`config.mk`:
```
export PLATFORM = sky130hd
export DESIGN_NAME = minterm_sweep_driver
export DESIGN_NICKNAME = d
export VERILOG_FILES = /design/src/rtl/minterm_sweep_driver.sv
export SDC_FILE = /design/constraint.sdc
export NUM_CORES = 1
export LEC_CHECK = 0
export BUFFER_PORTS_ARGS = -buffer_cell sky130_fd_sc_hd__clkbuf_2
export CAP_MARGIN = 20
export CORE_MARGIN = 2
export CORE_UTILIZATION = 40
export CTS_CLUSTER_DIAMETER = 60
export DETAILED_ROUTE_END_ITERATION = 8
export PLACE_DENSITY_LB_ADDON = 0.1
export SLEW_MARGIN = 20
export SYNTH_ARGS = -nofsm -noshare
export SYNTH_HDL_FRONTEND = slang
export SYNTH_SLANG_ARGS = --single-unit
```
`constraint.sdc`:
```
create_clock -name clk -period 1.94 [get_ports clk]
set_clock_uncertainty 0.1 [all_clocks]
set_input_delay 0.097 -clock clk [delete_from_list [all_inputs] [get_ports clk]]
set_output_delay 0.097 -clock clk [all_outputs]
set_load 0.05 [all_outputs]
```
`src/rtl/minterm_sweep_driver.sv`:
```
// Sweep initiator for the 4-input minterm detector; compares out_sop/out_pos against the expected function.
// Latency: code 0 presented from the start edge, one code per accepted handshake, done one cycle after the last handshake.
// Backpressure: holds a..d stable while vec_ready is low; IDLE_GAP idle cycles follow each vector. SWEEP_DC_EN also drives the don't-care codes.
module minterm_sweep_driver #(
    parameter int unsigned IDLE_GAP = 0
) (
    input  logic       clk,
    input  logic       rst_n,
    input  logic       start,
    output logic       a,
    output logic       b,
    output logic       c,
    output logic       d,
    output logic       vec_valid,
    input  logic       vec_ready,
    input  logic       out_sop,
    input  logic       out_pos,
    output logic       busy,
    output logic       done,
    output logic [4:0] err_count,
    output logic [3:0] last_err_code
);

    typedef enum logic [1:0] {IDLE, DRIVE, GAP, DONE} state_t;

    state_t     state, state_nxt;
    logic [3:0] code, code_nxt;
    logic [3:0] gap_cnt, gap_nxt;
    logic [4:0] err, err_nxt;
    logic [3:0] last, last_nxt;
    logic       expect_one;
    logic       mismatch;
    logic       compare_en;

    // Don't-care codes of the detector: never checked against a response.
    function automatic logic is_dc(input logic [3:0] cv);
        return (cv == 4'd3) || (cv == 4'd8) || (cv == 4'd11) || (cv == 4'd12);
    endfunction

    // Successor in the sweep; code 15 wraps to 0 so a..d read 0 once the sweep ends.
    function automatic logic [3:0] next_code(input logic [3:0] cv);
`ifdef SWEEP_DC_EN
        return cv + 4'd1;
`else
        case (cv)
            4'd2:    return 4'd4;
            4'd7:    return 4'd9;
            4'd10:   return 4'd13;
            default: return cv + 4'd1;
        endcase
`endif
    endfunction

    assign expect_one = (code == 4'd2) || (code == 4'd7) || (code == 4'd15);
    assign mismatch   = (out_sop != expect_one) || (out_pos != expect_one);
    assign compare_en = !is_dc(code);

    assign {a, b, c, d}  = code;
    assign vec_valid     = (state == DRIVE);
    assign busy          = (state != IDLE);
    assign done          = (state == DONE);
    assign err_count     = err;
    assign last_err_code = last;

    // Next-state, code advance, gap countdown and mismatch bookkeeping.
    always_comb begin
        state_nxt = state;
        code_nxt  = code;
        gap_nxt   = gap_cnt;
        err_nxt   = err;
        last_nxt  = last;
        case (state)
            IDLE: begin
                if (start) begin
                    err_nxt   = 5'd0;
                    last_nxt  = 4'd0;
                    code_nxt  = 4'd0;
                    state_nxt = DRIVE;
                end
            end
            DRIVE: begin
                if (vec_ready) begin
                    if (compare_en && mismatch) begin
                        err_nxt  = (err == 5'd31) ? err : err + 5'd1;
                        last_nxt = code;
                    end
                    code_nxt = next_code(code);
                    if (code == 4'd15) begin
                        state_nxt = DONE;
                    end else if (IDLE_GAP != 0) begin
                        state_nxt = GAP;
                        gap_nxt   = 4'(IDLE_GAP);
                    end
                end
            end
            GAP: begin
                if (gap_cnt <= 4'd1) begin
                    gap_nxt   = 4'd0;
                    state_nxt = DRIVE;
                end else begin
                    gap_nxt = gap_cnt - 4'd1;
                end
            end
            DONE: begin
                state_nxt = IDLE;
            end
            default: begin
                state_nxt = IDLE;
            end
        endcase
    end

    // State and datapath registers; reset forces every output low at once.
    always_ff @(posedge clk or negedge rst_n) begin
        if (!rst_n) begin
            state   <= IDLE;
            code    <= 4'd0;
            gap_cnt <= 4'd0;
            err     <= 5'd0;
            last    <= 4'd0;
        end else begin
            state   <= state_nxt;
            code    <= code_nxt;
            gap_cnt <= gap_nxt;
            err     <= err_nxt;
            last    <= last_nxt;
        end
    end

endmodule
```
# Yosys cells after proc, flatten, opt, wreduce, memory -nomap -nowiden
# Cells that the tools add are included.
# W data, S select, Z words.
dict set report word_totals {
  register_bits 19
  latchBits 0
  ram_bits 0
  romBits 0
  inputBits 6
  out_inout_bits 16
  word_cells 62
  mem_count 0
}
dict set report op_classes {
  add_sub_neg 3
  n_mul 0
  div 0
  n_lt_le_gt_ge 1
  n_eq_ne 20
  shift 0
  mux 18
  bitwise_logic 0
  n_reduce_logical 15
}
# op n
set ops {}
lappend ops {{$eq A4 B4 Y1 const B} 5}
lappend ops {{$mux W4} 5}
lappend ops {{$mux W5} 4}
lappend ops {{$pmux W4 S2} 2}
lappend ops {{$pmux W4 S3} 1}
lappend ops {{$pmux W5 S2} 1}
lappend ops {{$eq A4 B2 Y1 const B} 2}
lappend ops {{$mux W2} 4}
lappend ops {{$pmux W2 S4} 1}
lappend ops {{$reduce_and A4 Y1} 2}
lappend ops {{$logic_or A1 B1 Y1} 6}
lappend ops {{$ne A2 B1 Y1 const B} 3}
lappend ops {{$ne A2 B2 Y1 const B} 3}
lappend ops {{$add A5 B1 Y5 const B} 1}
lappend ops {{$eq A5 B5 Y1 const B} 1}
lappend ops {{$reduce_and A5 Y1} 1}
lappend ops {{$add A4 B1 Y4 const B} 1}
lappend ops {{$eq A2 B2 Y1 const B} 2}
lappend ops {{$eq A4 B3 Y1 const B} 1}
lappend ops {{$le A4 B1 Y1 const B} 1}
lappend ops {{$reduce_bool A2 Y1} 2}
lappend ops {{$sub A4 B1 Y4 const B} 1}
lappend ops {{$reduce_and A3 Y1} 1}
lappend ops {{$eq A2 B1 Y1 const B} 1}
lappend ops {{other kinds (4)} 5}

# Longest topological paths before layout
dict set report logic_depth {
  ltp_word 9
  ltp_mapped 6
  mapped_depth_nobuf 6
}

# Worst setup path after synthesis
# OpenSTA, ideal clock, no wires.
dict set report synth_timing {
  path_kind {reg2reg}
  from {reg code[1]}
  to {reg err[3] (netlist: err_count[3])}
  setup_ns 0.126
  arrival_ns 2.136
  required_ns 1.714
  slack_ns -0.421
  stages_incl_launch_ff 6
  path_buffers 0
  synth_period_minus_slack_ns 2.361
  path_cell_list {dfrtp_1 ha_1 nor3b_2 mux2_2 o31a_1 a221o_1}
}
dict set report synth_between {
  elab_chain_cells 8
  elab_cells_between_ends 19
  cone_classes {eq/ne: 10; reduce/logical: 9}
}
# element line_no
set synth_rtl {}
lappend synth_rtl {{start: declaration} 27} ;# logic [3:0] code, code_nxt;
lappend synth_rtl {{start signal: assignment} 123} ;# code <= code_nxt;
lappend synth_rtl {{$eq A4 B2 Y1 (tied with other cells)} 54} ;# assign expect_one = (code == 4'd2) || (code == 4'd7) || (code == 4'd15);
lappend synth_rtl {{$logic_or A1 B1 Y1, on equally long branches (2 in a row)} {54, 37}}
lappend synth_rtl {{$ne A1 B1 Y1 or $logic_or A1 B1 Y1 (tied branches)} {55, 37}}
lappend synth_rtl {{$logic_or A1 B1 Y1 or $logic_not A1 Y1 (tied branches)} {55, 56}}
lappend synth_rtl {{$logic_and A1 B1 Y1 (*)} 83} ;# if (compare_en && mismatch) begin
lappend synth_rtl {{$ne A2 B1 Y1 (no line) (*)} -}
lappend synth_rtl {{$reduce_and A5 Y1 (no line) (*)} -}
lappend synth_rtl {{end signal: assignment} 125} ;# err <= err_nxt;
lappend synth_rtl {{end: declaration} 29} ;# logic [4:0] err, err_nxt;
# Mark *: on every way between the ends. The rest lies on a longest branch, timed or not.
# A chain may end at the register's enable or synchronous reset.

# Worst setup path in the final report
dict set report layout_timing {
  from {reg code[0]}
  to {reg err[2] (netlist: err_count[2])}
}
# The elaborated chain is that of the path after synthesis.

==> impl_metrics.py <==
metrics = {
    "worst_hold_path": {
        "hp-class": "in2reg",
    },
    "clocking": {
        "cts_tree": "yes",
        "clock_sink_count": 19,
        "cts-root-to-sink-buffers": 2,
        "clk_pin_slew_ns": 0.12,
        "cts_buffers": 3,
        "cts-root-buf": "sky130_fd_sc_hd__clkbuf_4",
        "cts_htree_levels": 1,
        "clock_insertion_delay_worst_skew_ns": 0.30,
    },
    "floorplanning": {
        "floorplan.initialDensity": 0.4291,
        "rows": 19,
        "die_area_um2": 3464,
        "core-area_um2": 2805,
        "dieWidth_um": 58.86,
        "dieHeight_um": 58.86,
        "ioPinCount": 22,
    },
    "place": {
        "portBuffers": 21,
        "placed_cell_count": 193,
        "gp_congestion": 0.8355,
        "area_after_dpl_um2": 1446,
        "detailedPlacementHpwl_um": 2063,
    },
    "routing": {
        "ant_nets": 0,
        "detail_route.vias_per_cell": 5.575,
        "wl_per_cell_um": 13.96,
        "drt_pass1_iterations": 6,
        "drtIter0Drc": 32,
        "via_count": 1115,
        "detail_route.wirelength_um": 2792,
        "drc": 1,
    },
    "sta": {
        "worst_slew_pin_slew_ns": 0.5260,
        "hold_slack_ns": 0.1362,
        "setup_violations": 0,
        "rsz_0062_raised_after_global_routing": "yes",
        "clock.fmax_ghz": 0.5183,
        "timing.max_slew.rel_slack": 0.6467,
        "hold_violations": 0,
        "drv_slew": 0,
        "period_utilization_post_route": 0.9945,
        "timing.final.crit_period_ns": 1.929,
    },
    "grt": {
        "globalRouteOverflowTotal": 0,
        "number_of_global_route_vias_before_repair": 1104,
        "grt_start_max_net_pins": 20,
        "grt_first_pass_wirelength_um": 4871,
        "grt_antenna_before_repair": 0,
        "global_route.usage.total": 0.1819,
    },
    "logic_synthesis": {
        "synth_area_leaders": "sky130_fd_sc_hd__dfrtp_1 40%, sky130_fd_sc_hd__ha_1 7.3%, sky130_fd_sc_hd__nand2_1 5.9%",
        "yosys_register_bits": 19,
        "synth_warnings": 0,
        "synth_edf_count": 0,
        "dominantRegCellSynth": "sky130_fd_sc_hd__dfrtp_1",
        "netlist_instances": 135,
        "yosys.area.top_type": "sky130_fd_sc_hd__dfrtp_1",
        "async_reset_ff_frac": 1.000,
        "netlist_area_um2": 1204,
        "synth_area_per_cell_um2": 8.916,
        "synth-seq-area-share": 0.3950,
        "synth.net_count": 148,
        "synth_top_area_share": 0.3950,
        "number_of_distinct_library_cells_after_synthesis": 38,
    },
    "critical_path": {
        "cp_data_arrival_time_ns": 2.01,
        "r2r-end": "err_count[2]",
        "worstPathMaxFanout": 4,
        "reg2reg_depth": 7,
        "worstSetupStartpointType": "flop",
        "critical_path.endpoint_type": "flop",
        "worst_setup_path_startpoint": "code[0]",
        "r2r-start": "code[0]",
        "required_ns": 2.02,
        "cp_class": "reg2reg",
        "worst-r2r-setup-slack_ns": 0.01,
        "worstSetupEndpoint": "err_count[2]",
    },
    "layout": {
        "fillCellCount": 266,
        "layout.nets": 183,
        "drive_gt1_frac": 0.3373,
        "multiInputGateArea_um2": 719.4,
        "final-seq-area_um2": 483.0,
        "layout.cells.most_common_list": "21 x sky130_fd_sc_hd__clkbuf_2, 19 x sky130_fd_sc_hd__nand2_1, 15 x sky130_fd_sc_hd__buf_4",
        "final_cells": 200,
        "finish.instance_area_um2": 1535,
        "synthToLayoutAreaGrowth_pct": 27.55,
        "most_common_library_cell_in_the_layout_ignoring_fill_and_taps": "sky130_fd_sc_hd__clkbuf_2",
        "antenna-diode-count": 0,
    },
    "status": {
        "run_status": "finished, violations left",
        "violated_checks": "design-rule violations",
    },
    "power": {
        "p_per_area_nw_per_um2": 1639,
        "leakage_nw": 0.7255,
        "vdd.ir_drop.worst_v": 0.0007282,
    },
    "run": {
        "drv_cap": 0,
    },
}
==> cell usage after synthesis (2+ instances only) <==
cell type / number
sky130_fd_sc_hd__nand4_1: 9
sky130_fd_sc_hd__buf_2: 3
sky130_fd_sc_hd__ha_1: 7
sky130_fd_sc_hd__o21ai_0: 3
sky130_fd_sc_hd__nor2b_1: 3
sky130_fd_sc_hd__o211ai_1: 6
sky130_fd_sc_hd__a22o_1: 2
sky130_fd_sc_hd__and2_1: 5
sky130_fd_sc_hd__nor3_1: 6
sky130_fd_sc_hd__a221o_1: 2
sky130_fd_sc_hd__nand2_1: 19
sky130_fd_sc_hd__dfrtp_1: 19
sky130_fd_sc_hd__nor2_1: 8
sky130_fd_sc_hd__a21oi_1: 5
sky130_fd_sc_hd__a21o_1: 3
sky130_fd_sc_hd__inv_1: 8
sky130_fd_sc_hd__buf_4: 2
sky130_fd_sc_hd__nand2b_1: 2
sky130_fd_sc_hd__nor3b_1: 2
sky130_fd_sc_hd__clkbuf_1: 3
==> layout make-up <==
type | count | share of cell area
multi-input combinational | 100 | 0.4686
sequential | 19 | 0.3146
timing repair buffer | 38 | 0.1548
tap | 31 | 0.02526
inverter | 8 | 0.01956
clock buffer | 4 | 0.01711
==> metrics by stage <==
step / TNS, ns / power (W) / utilization / setup slack (ns)
2_1_floorplan: -0.4611 / 0.001800 / - / -0.1098
4_1_cts: 0 / 0.002456 / 0.5321 / 0.003986
3_5_place_dp: 0 / 0.002244 / 0.5156 / 0.03719
6_report: 0 / 0.002516 / 0.5473 / 0.01061
3_3_place_gp: 0 / 0.002214 / 0.5156 / 0.03349
5_1_grt: -0.3096 / 0.002702 / 0.5473 / -0.08800
==> registers in the layout, indices dropped and copies added, names as in the netlist <==
name           flops
state              2
err_count          5
gap_cnt            4
last_err_code      4
code               4
==> power by group <==
group          internal [W]  switching [W]
Sequential         0.000540       0.000154
Clock             0.0000800       0.000122
Combinational      0.000603        0.00102
==> timing repair <==
action,4_1_cts,5_1_grt
hold buffers,2,0
setup buffers,0,1
gates resized for setup,0,6
endpoints found under the setup margin,0,9
hold endpoints to repair,20,0
==> critical path: stages (launching register included) <==
cell,delay (ns)
sky130_fd_sc_hd__dfrtp_2,0.42
sky130_fd_sc_hd__inv_2,0.08
sky130_fd_sc_hd__ha_4,0.13
sky130_fd_sc_hd__nor3b_4,0.20
sky130_fd_sc_hd__mux2_4,0.34
sky130_fd_sc_hd__nor3_1,0.28
sky130_fd_sc_hd__buf_4,0.18
sky130_fd_sc_hd__o221ai_1,0.10
==> how the worst min path moves through the flow <==
| stage | to | slack, ns | cells past startpoint | start |
|---|---|---|---|---|
| floorplan | code[0] | -0.30 | 0 | rst_n |
| global placement | last_err_code[0] | -0.02 | 1 | rst_n |
| detailed placement | last_err_code[0] | -0.01 | 1 | rst_n |
| CTS | err_count[2] | 0.13 | 4 | vec_ready |
| global route | err_count[2] | 0.15 | 4 | vec_ready |
| finish | err_count[2] | 0.14 | 4 | vec_ready |
==> per-layer routing <==
layer / part of all wire / wire (µm) / up-vias / global-route usage
met5: 0 / 0 / - / 0
met3: 0.039 / 108 / 4 / 0.04835
li1: - / - / 555 / -
met4: 0.0090 / 25 / 0 / 0.03571
met1: 0.46 / 1276 / 533 / 0.2287
met2: 0.49 / 1381 / 23 / 0.3143
==> cell families after synthesis <==
logic type                 count (synthesis)  share of synthesized area
DFF                                       19                     0.3950
and+or+nand+nor                           60                     0.2588
buffers and inverters                     16                    0.05924
adders and majority gates                  7                    0.07276
AOI/OAI and AO/OA                         31                     0.1965
muxes                                      2                    0.01767
No activity file was read; power rests on OpenSTA's default activity.
